<file path="src/rtl/imm_pkg.sv">
// Immediate format codes and instruction field geometry for the immediate
// extension pipeline.
package imm_pkg;

  typedef enum logic [2:0] {
    RTYPE  = 3'd0,
    ITYPE  = 3'd1,
    STYPE  = 3'd2,
    BTYPE  = 3'd3,
    UTYPE  = 3'd4,
    JTYPE  = 3'd5,
    ZTYPE  = 3'd6,
    SHTYPE = 3'd7
  } imm_type_e;

  // Only instruction bits [31:7] carry immediate or zimm/shamt fields.
  localparam int INST_LSB = 7;
  localparam int INST_W   = 32 - INST_LSB;

endpackage

</file>
<file path="src/rtl/imm_extend_core.sv">
// Combinational RISC-V immediate decoder: forms the XLEN-wide immediate and an
// illegal flag for shift encodings that do not fit the datapath.
module imm_extend_core
  import imm_pkg::*;
#(
  parameter int XLEN = 32
) (
  input  logic [INST_W-1:0] i_inst,
  input  logic [2:0]        i_imm_type,
  output logic [XLEN-1:0]   o_imm,
  output logic              o_illegal
);

  logic [31:INST_LSB] w_ins;
  assign w_ins = i_inst;

  function automatic logic [XLEN-1:0] sext32(input logic signed [31:0] v);
    return XLEN'(v);
  endfunction

  function automatic logic [XLEN-1:0] zext6(input logic [5:0] v);
    return XLEN'(v);
  endfunction

  always_comb begin
    o_imm     = '0;
    o_illegal = 1'b0;
    case (imm_type_e'(i_imm_type))
      ITYPE:  o_imm = sext32({{20{w_ins[31]}}, w_ins[31:20]});
      STYPE:  o_imm = sext32({{20{w_ins[31]}}, w_ins[31:25], w_ins[11:7]});
      BTYPE:  o_imm = sext32({{19{w_ins[31]}}, w_ins[31], w_ins[7],
                              w_ins[30:25], w_ins[11:8], 1'b0});
      UTYPE:  o_imm = sext32({w_ins[31:12], 12'b0});
      JTYPE:  o_imm = sext32({{11{w_ins[31]}}, w_ins[31], w_ins[19:12],
                              w_ins[20], w_ins[30:21], 1'b0});
      ZTYPE:  o_imm = zext6({1'b0, w_ins[19:15]});
      SHTYPE: begin
        // RV32 shifts have a 5-bit shamt; a set bit 25 is a reserved encoding.
        if (XLEN == 64) begin
          o_imm = zext6(w_ins[25:20]);
        end else begin
          o_imm     = zext6({1'b0, w_ins[24:20]});
          o_illegal = w_ins[25];
        end
      end
      default: o_imm = '0;
    endcase
  end

endmodule

</file>
<file path="src/rtl/imm_extend_pipe.sv">
// Registered immediate extender with a main/skid register pair so that
// in_ready depends only on registered state.
module imm_extend_pipe
  import imm_pkg::*;
#(
  parameter int XLEN  = 32,
  parameter int TAG_W = 5
) (
  input  logic              clk,
  input  logic              rst,
  input  logic              flush,
  input  logic              in_valid,
  output logic              in_ready,
  input  logic [INST_W-1:0] in_inst,
  input  logic [2:0]        in_imm_type,
  input  logic [TAG_W-1:0]  in_tag,
  output logic              out_valid,
  input  logic              out_ready,
  output logic [XLEN-1:0]   out_imm,
  output logic [TAG_W-1:0]  out_tag,
  output logic              out_illegal
);

  logic [XLEN-1:0]  w_imm_p0;
  logic             w_ill_p0;

  logic             r_main_vld_p1;
  logic [XLEN-1:0]  r_main_imm_p1;
  logic [TAG_W-1:0] r_main_tag_p1;
  logic             r_main_ill_p1;

  logic             r_skid_vld_p1;
  logic [XLEN-1:0]  r_skid_imm_p1;
  logic [TAG_W-1:0] r_skid_tag_p1;
  logic             r_skid_ill_p1;

  logic w_acc;
  logic w_xfer;
  logic w_main_vld_nxt;
  logic w_skid_vld_nxt;
  logic w_main_load_in;
  logic w_main_load_skid;
  logic w_skid_load;

  // Stage p0: combinational extension of the offered entry
  imm_extend_core #(
    .XLEN (XLEN)
  ) u_core (
    .i_inst     (in_inst),
    .i_imm_type (in_imm_type),
    .o_imm      (w_imm_p0),
    .o_illegal  (w_ill_p0)
  );

  assign in_ready = ~r_skid_vld_p1;
  assign w_acc    = in_valid & in_ready;
  assign w_xfer   = r_main_vld_p1 & out_ready;

  always_comb begin
    w_main_vld_nxt   = r_main_vld_p1;
    w_skid_vld_nxt   = r_skid_vld_p1;
    w_main_load_in   = 1'b0;
    w_main_load_skid = 1'b0;
    w_skid_load      = 1'b0;
    if (flush) begin
      w_main_vld_nxt = 1'b0;
      w_skid_vld_nxt = 1'b0;
    end else if (r_skid_vld_p1) begin
      // in_ready is low here, so no new entry can arrive this cycle.
      if (w_xfer) begin
        w_main_load_skid = 1'b1;
        w_skid_vld_nxt   = 1'b0;
      end
    end else if (!r_main_vld_p1 || w_xfer) begin
      w_main_load_in = w_acc;
      w_main_vld_nxt = w_acc;
    end else if (w_acc) begin
      w_skid_load    = 1'b1;
      w_skid_vld_nxt = 1'b1;
    end
  end

  // Stage p1: main and skid registers
  always_ff @(posedge clk) begin
    if (rst) begin
      r_main_vld_p1 <= 1'b0;
      r_skid_vld_p1 <= 1'b0;
    end else begin
      r_main_vld_p1 <= w_main_vld_nxt;
      r_skid_vld_p1 <= w_skid_vld_nxt;
    end
  end

  always_ff @(posedge clk) begin
    if (rst) begin
      r_main_imm_p1 <= '0;
      r_main_tag_p1 <= '0;
      r_main_ill_p1 <= 1'b0;
    end else if (w_main_load_in) begin
      r_main_imm_p1 <= w_imm_p0;
      r_main_tag_p1 <= in_tag;
      r_main_ill_p1 <= w_ill_p0;
    end else if (w_main_load_skid) begin
      r_main_imm_p1 <= r_skid_imm_p1;
      r_main_tag_p1 <= r_skid_tag_p1;
      r_main_ill_p1 <= r_skid_ill_p1;
    end
  end

  always_ff @(posedge clk) begin
    if (w_skid_load) begin
      r_skid_imm_p1 <= w_imm_p0;
      r_skid_tag_p1 <= in_tag;
      r_skid_ill_p1 <= w_ill_p0;
    end
  end

  assign out_valid   = r_main_vld_p1;
  assign out_imm     = r_main_imm_p1;
  assign out_tag     = r_main_tag_p1;
  assign out_illegal = r_main_ill_p1;

endmodule

</file>
<file path="config.mk">
export PLATFORM = sky130hd
export DESIGN_NAME = imm_extend_pipe
export DESIGN_NICKNAME = d
export VERILOG_FILES = /design/src/rtl/imm_pkg.sv /design/src/rtl/imm_extend_core.sv /design/src/rtl/imm_extend_pipe.sv
export SDC_FILE = /design/constraint.sdc
export NUM_CORES = 1
export LEC_CHECK = 0
export ABC_CLOCK_PERIOD_IN_PS = 3200
export BUFFER_PORTS_ARGS = -buffer_cell sky130_fd_sc_hd__buf_2
export CAP_MARGIN = 5
export CORE_ASPECT_RATIO = 1.25
export CORE_MARGIN = 2
export CORE_UTILIZATION = 55
export CTS_BUF_LIST = sky130_fd_sc_hd__clkbuf_8
export DETAILED_ROUTE_END_ITERATION = 8
export PLACE_DENSITY = 0.83
export RECOVER_POWER = 25
export SYNTH_ARGS = -nofsm -noshare
export SYNTH_HDL_FRONTEND = slang
export SYNTH_SLANG_ARGS = --single-unit
</file>
<file path="constraint.sdc">
create_clock -name clk -period 3.2 [get_ports clk]
set_clock_uncertainty 0.1 [all_clocks]
set_input_delay 0.32 -clock clk [delete_from_list [all_inputs] [get_ports clk]]
set_output_delay 0.32 -clock clk [all_outputs]
set_load 0.02 [all_outputs]
</file>
==> results.sh, run 1 <==
export IMPL_postRouteWirelength_um=7240
export IMPL_hold_violations=0
export IMPL_critical_path_startpoint_type="flip-flop"
export IMPL_wl_per_cell_um=17.0
export IMPL_seq_area_frac_synth_pct=59.0
export IMPL_yosys_warnings=0
export IMPL_cts_sinks=78
export IMPL_portBuffers=77
export IMPL_setup_tns_ns=0
export IMPL_max_vdd_ir_drop_mv=0.392
export IMPL_syn2layout_area_growth_pct=16.9
export IMPL_tightest_slew_ns=0.800
export IMPL_r2r_start="out_valid"
export IMPL_grt_usage_pct=22.7
export IMPL_period_needed_ns=1.99
export IMPL_drt_pass1_iterations=4
export IMPL_power_internal_uw=1530
export IMPL_nets=392
export IMPL_max_cap_violations=0
export IMPL_cp_startpoint="out_valid"
export IMPL_power_density_nw_per_um2=522
export IMPL_multi_input_area_sq_um=1240
export IMPL_cts_buffer_depth=2
export IMPL_numCtsBuffers=9
export IMPL_num_vias=2489
export IMPL_core_sq_um=5780
export IMPL_seq_area_sq_um=1940
export IMPL_die_x_um=73.2
export IMPL_yosys_area_top_type="edfxtp_1"
export IMPL_remaining_drc_errors=0
export IMPL_syn_area_sq_um=3290
export IMPL_cp_required_ns=3.33
export IMPL_hold_path_class="primary input to flip-flop"
export IMPL_status="completed"
export IMPL_synthMostInstantiatedCell="dfxtp_1"
export IMPL_hold_buffers=0
export IMPL_reg2reg_depth=4
export IMPL_clkTransAtPathRegs_ns=0.08
export IMPL_cts_tree="done"
export IMPL_num_fill_cells=472
export IMPL_synthArstFlopShare_pct=0
export IMPL_clockRootBuffer="clkbuf_8"
export IMPL_syn_area_per_cell_sq_um=11.7
export IMPL_synth_common_cells="40 x dfxtp_1, 38 x edfxtp_1, 35 x nand2_1"
export IMPL_grt_pass1_vias=2355
export IMPL_dp_slack_ns=1.15
export IMPL_diodes=0
export IMPL_switching_share_pct=24.1
export IMPL_gr_total_overflow=0
export IMPL_r2r_end="out_imm[9]"
export IMPL_via_per_inst=5.86
export IMPL_htree_levels=3
export IMPL_arrival_ns=2.13
export IMPL_synth_edff_count=38
export IMPL_setup_ws_ns=1.21
export IMPL_rows=31
export IMPL_p_sw_uw=485
export IMPL_synth_top_area_share_pct=34.7
export IMPL_leakage_uw=0.00146
export IMPL_p_clk_share_pct=35.2
export IMPL_r2r_slack_ns=1.21
export IMPL_p_total_uw=2010
export IMPL_crit_fanout=28
export IMPL_pin_count=78
export IMPL_drv_slew=0
export IMPL_post_cts_resize_count=0
export IMPL_finalSetupViolations=0
export IMPL_yosys_register_bits=78
export IMPL_routabilityCongestion=0.829
export IMPL_synthCells=281
export IMPL_ys_top_cells_by_area="edfxtp_1 35%, dfxtp_1 24%, mux2i_1 5.8%"
export IMPL_synth_distinct_cells=37
export IMPL_fin_cells=425
export IMPL_grt_pass1_wl_um=11600
export IMPL_grt_max_degree=39
export IMPL_die_area_sq_um=6630
export IMPL_die_h_um=90.5
export IMPL_start_util_pct=57.0
export IMPL_synthFlopType="dfxtp_1"
export IMPL_fmax_mhz=502
export IMPL_grt_setup_unrepaired="false"
export IMPL_hpwl_um=4960
export IMPL_endpoint_kind="flip-flop"
export IMPL_ant_nets=0
export IMPL_seq_power_share_pct=54.2
export IMPL_dp_cells=409
export IMPL_relSlewSlack_pct=46.7
export IMPL_dr_first_iter_drc_count=259
export IMPL_cts_setup_buffers=0
export IMPL_clock_latency_ns=0.34
export IMPL_synth_nets=319
export IMPL_comb_power_share_pct=10.6
export IMPL_antenna_found_initial=0
export IMPL_drive_above_1_share_pct=19.5
export IMPL_post_route_period_util_pct=62.3
export IMPL_hold_ws_ns=0.0698
export IMPL_path_class="flip-flop to flip-flop"
export IMPL_worstSetupEndpoint="out_imm[9]"
[worst max-delay path, cell delays in order, from the launching register on]
cell and delay (ns):
dfxtp_1 0.43, and4b_1 0.39, buf_4 0.44, nor3_2 0.17
a221o_1 0.32
[worst min-delay path by stage]
stage | startpoint | end | slack [ns] | depth (start not counted)
after floorplan | flush | out_valid | 0.30 | 1
after global placement | out_tag[3] | out_tag[3] | 0.34 | 2
after detailed placement | out_tag[3] | out_tag[3] | 0.34 | 2
after CTS | in_tag[1] | r_skid_tag_p1[1] | 0.06 | 1
after global routing | in_tag[1] | r_skid_tag_p1[1] | 0.06 | 1
final | in_tag[1] | r_skid_tag_p1[1] | 0.07 | 1
[per-layer routing]
| layer | share of wire [%] | global-route usage, % |
|---|---|---|
| met1 | 45 | 31.1 |
| met2 | 47 | 34.8 |
| met3 | 6.7 | 5.80 |
| met4 | 1.4 | 7.87 |
| met5 | 0 | 0 |
[area by class of cell]
| cell class | count | area share (%) |
|---|---|---|
| tap | 66 | 2.15 |
| sequential | 78 | 50.5 |
| inverter | 1 | 0.0975 |
| clock inverter | 6 | 1.40 |
| clock buffer | 10 | 3.58 |
| timing repair buffer | 82 | 10.0 |
| multi-input combinational | 182 | 32.3 |
[kinds of logic after synthesis]
logic type,Yosys count,share of synthesized area [%]
simple gates,88,13.8
flops,78,59.0
compound gates,75,18.0
buf+inv,21,3.50
mux,19,5.78
[through the flow]
step	instance area (sq um)	utilization [%]
final	3850	66.6
after global routing	3850	66.6
after CTS	3890	67.2
after detailed placement	3690	63.9
after global placement	3690	63.9
after floorplan	3290	-
[placed cells by master, fill, tap and decap left out, drive strengths merged, types with 2 or more instances in the layout]
master,n
a21oi,9
dfxtp,40
o22ai,4
or3,2
and3,6
nor3,4
o2bb2ai,21
nor2,19
nand2,35
a311oi,9
clkinv,2
edfxtp,38
a22oi,5
nand2b,5
buf,52
inv,3
o21ai,2
a31oi,2
clkbuf,40
and2,7
a221o,10
mux2i,19
a21o,11
nor2b,3
[flip-flops by register name (all words and copies together), names as in the netlist]
| register | flops |
|---|---|
| out_illegal | 1 |
| out_imm | 32 |
| out_tag | 5 |
| out_valid | 1 |
| r_skid_ill_p1 | 1 |
| r_skid_imm_p1 | 32 |
| r_skid_tag_p1 | 5 |
| r_skid_vld_p1 | 1 |
[power groups by stage]
stage | Clock, uW | Sequential, uW | Combinational (uW)
global placement | 0 | 1110 | 212
floorplan | 0 | 1140 | 110
CTS | 722 | 1090 | 218
global route | 765 | 1090 | 232
detailed placement | 0 | 1110 | 217
finish | 707 | 1090 | 213
(Power assumes the default switching activity.)
==> inputs of run 2 (changes only) <==
- ABC_CLOCK_PERIOD_IN_PS: 3200 -> 1600
- CORE_UTILIZATION: 55 -> 50
- PLACE_DENSITY: 0.83 -> 0.79
- clock period: 3.2 -> 1.6 ns (I/O delays scaled with it)
==> run 2 against run 1 <==
The run now ends with negative setup slack left. Sequential cell count unchanged. First-iteration DRC count down 35%. Final cell count up 11%. Sequential share of layout area down 4.6 points. Utilization down 1.1 points. Combinational power up 130%. Critical path type unchanged. Critical endpoint is now r_skid_imm_p1[4].
==> results.sh, run 2 (synthesis gave the netlist of run 1 again) <==
export IMPL_syn2layout_area_growth_pct=28.8
export IMPL_grt_max_degree=34
export IMPL_clock_latency_ns=0.34
export IMPL_routabilityCongestion=0.775
export IMPL_max_vdd_ir_drop_mv=0.457
export IMPL_postRouteWirelength_um=7830
export IMPL_most_common_layout_cells="71 x buf_2, 38 x dfxtp_1, 38 x edfxtp_1, 35 x nand2_1, 19 x o2bb2ai_1"
export IMPL_hold_violations=0
export IMPL_p_total_uw=4210
export IMPL_arrival_ns=1.58
export IMPL_htree_levels=3
export IMPL_numCtsBuffers=9
export IMPL_grt_pass1_vias=2494
export IMPL_diodes=0
export IMPL_num_vias=2602
export IMPL_grt_setup_unrepaired="true"
export IMPL_start_util_pct=50.8
export IMPL_tightest_slew_ns=0.596
export IMPL_final_cell_area_sq_um=4240
export IMPL_setup_ws_ns=-0.0251
export IMPL_pin_count=78
export IMPL_grt_pass1_wl_um=12300
export IMPL_final_common_cell="buf_2"
export IMPL_critical_path_startpoint_type="flip-flop"
export IMPL_drt_pass1_iterations=4
export IMPL_die_h_um=94.7
export IMPL_core_sq_um=6480
export IMPL_portBuffers=77
export IMPL_cts_tree="done"
export IMPL_cp_required_ns=1.55
export IMPL_placed_area_sq_um=3880
export IMPL_remaining_drc_errors=0
export IMPL_dp_cells=442
export IMPL_dr_first_iter_drc_count=168
export IMPL_leakage_uw=0.00172
export IMPL_grt_usage_pct=22.3
export IMPL_power_density_nw_per_um2=993
export IMPL_utilization_pct=65.5
export IMPL_clkTransAtPathRegs_ns=0.08
export IMPL_gr_total_overflow=0
export IMPL_period_needed_ns=1.63
export IMPL_fmax_mhz=615
export IMPL_ant_nets=0
export IMPL_crit_fanout=17
export IMPL_hold_path_class="primary input to flip-flop"
export IMPL_via_per_inst=5.51
export IMPL_relSlewSlack_pct=60.3
export IMPL_max_cap_violations=0
export IMPL_die_x_um=76.6
export IMPL_status="complete, but fails checks"
export IMPL_die_area_sq_um=7260
export IMPL_nets=418
export IMPL_drive_above_1_share_pct=30.9
export IMPL_drv_slew=0
export IMPL_cts_buffer_depth=2
export IMPL_endpoint_kind="flip-flop"
export IMPL_antenna_found_initial=0
export IMPL_clockRootBuffer="clkbuf_8"
export IMPL_cts_sinks=78
export IMPL_path_class="flip-flop to flip-flop"
export IMPL_hpwl_um=5270
export IMPL_violations="negative setup slack"
export IMPL_post_route_period_util_pct=102
export IMPL_fin_cells=472
export IMPL_wl_per_cell_um=16.6
export IMPL_finalSetupViolations=38
export IMPL_rows=33
[run 2: cell types whose count changed in the layout (fill, tap and decap cells not counted), sizes merged]
cell         previous run  this run
buf                    52        92
clkbuf                 40        17
dlygate4sd3             0         8
bufinv                  1         2
clkinv                  2         3
clkinvlp                1         0
[run 2: metrics by stage]
step	hold WS, ns	setup TNS [ns]	setup WS, ns
detailed placement	0.258	-0.00179	-0.00179
global route	0.0179	-1.53	-0.0664
finish	0.0325	-0.549	-0.0251
global placement	0.254	0	0.0599
floorplan	0.132	-9.58	-0.252
CTS	0.0131	0	0.00627
[run 2: area by class of cell]
class                           instances  area, sq um
Clock buffer                            9          124
Clock inverter                          7         82.6
Fill cell                             523         2240
Inverter                                1         3.75
Multi-Input combinational cell        182         1270
Sequential cell                        78         1950
Tap cell                               87          109
Timing Repair Buffer                  108          711
[run 2: power by group]
group	internal, uW	switching (uW)	leakage [uW]
clock network	860	684	0.000115
logic	208	283	0.000930
registers	2150	28.9	0.000677
[run 2: final timing paths]
path | startpoint | endpoint | slack (ns) | cells past startpoint
max reg2reg | r_skid_vld_p1 | r_skid_imm_p1[4] | -0.03 | 3
min | in_inst[23] | r_skid_imm_p1[10] | 0.03 | 2
max | r_skid_vld_p1 | r_skid_imm_p1[4] | -0.03 | 3
min reg2reg | out_tag[0] | out_tag[0] | 0.36 | 2
[run 2: worst max-delay path: stages, from the launching register on]
cell and delay, ns:
dfxtp_4 0.37, or3b_4 0.43, nor2_4 0.23, buf_12 0.20
[run 2: routing by layer]
layer / global-route usage (%) / vias up / wire [um]
li1: - / 1265 / -
met1: 28.2 / 1250 / 3310
met2: 37.5 / 81 / 4020
met3: 4.49 / 6 / 425
met4: 9.70 / 0 / 74
met5: 0 / - / 0
[run 2: what timing repair did]
action | CTS | global route
buffers inserted | 0 | 4
pin swaps | 0 | 1
gates resized for setup | 1 | 5
hold buffers | 8 | 0
endpoints found under the hold margin | 8 | 0
endpoints found under the setup margin | 2 | 58
cloned | 0 | 2
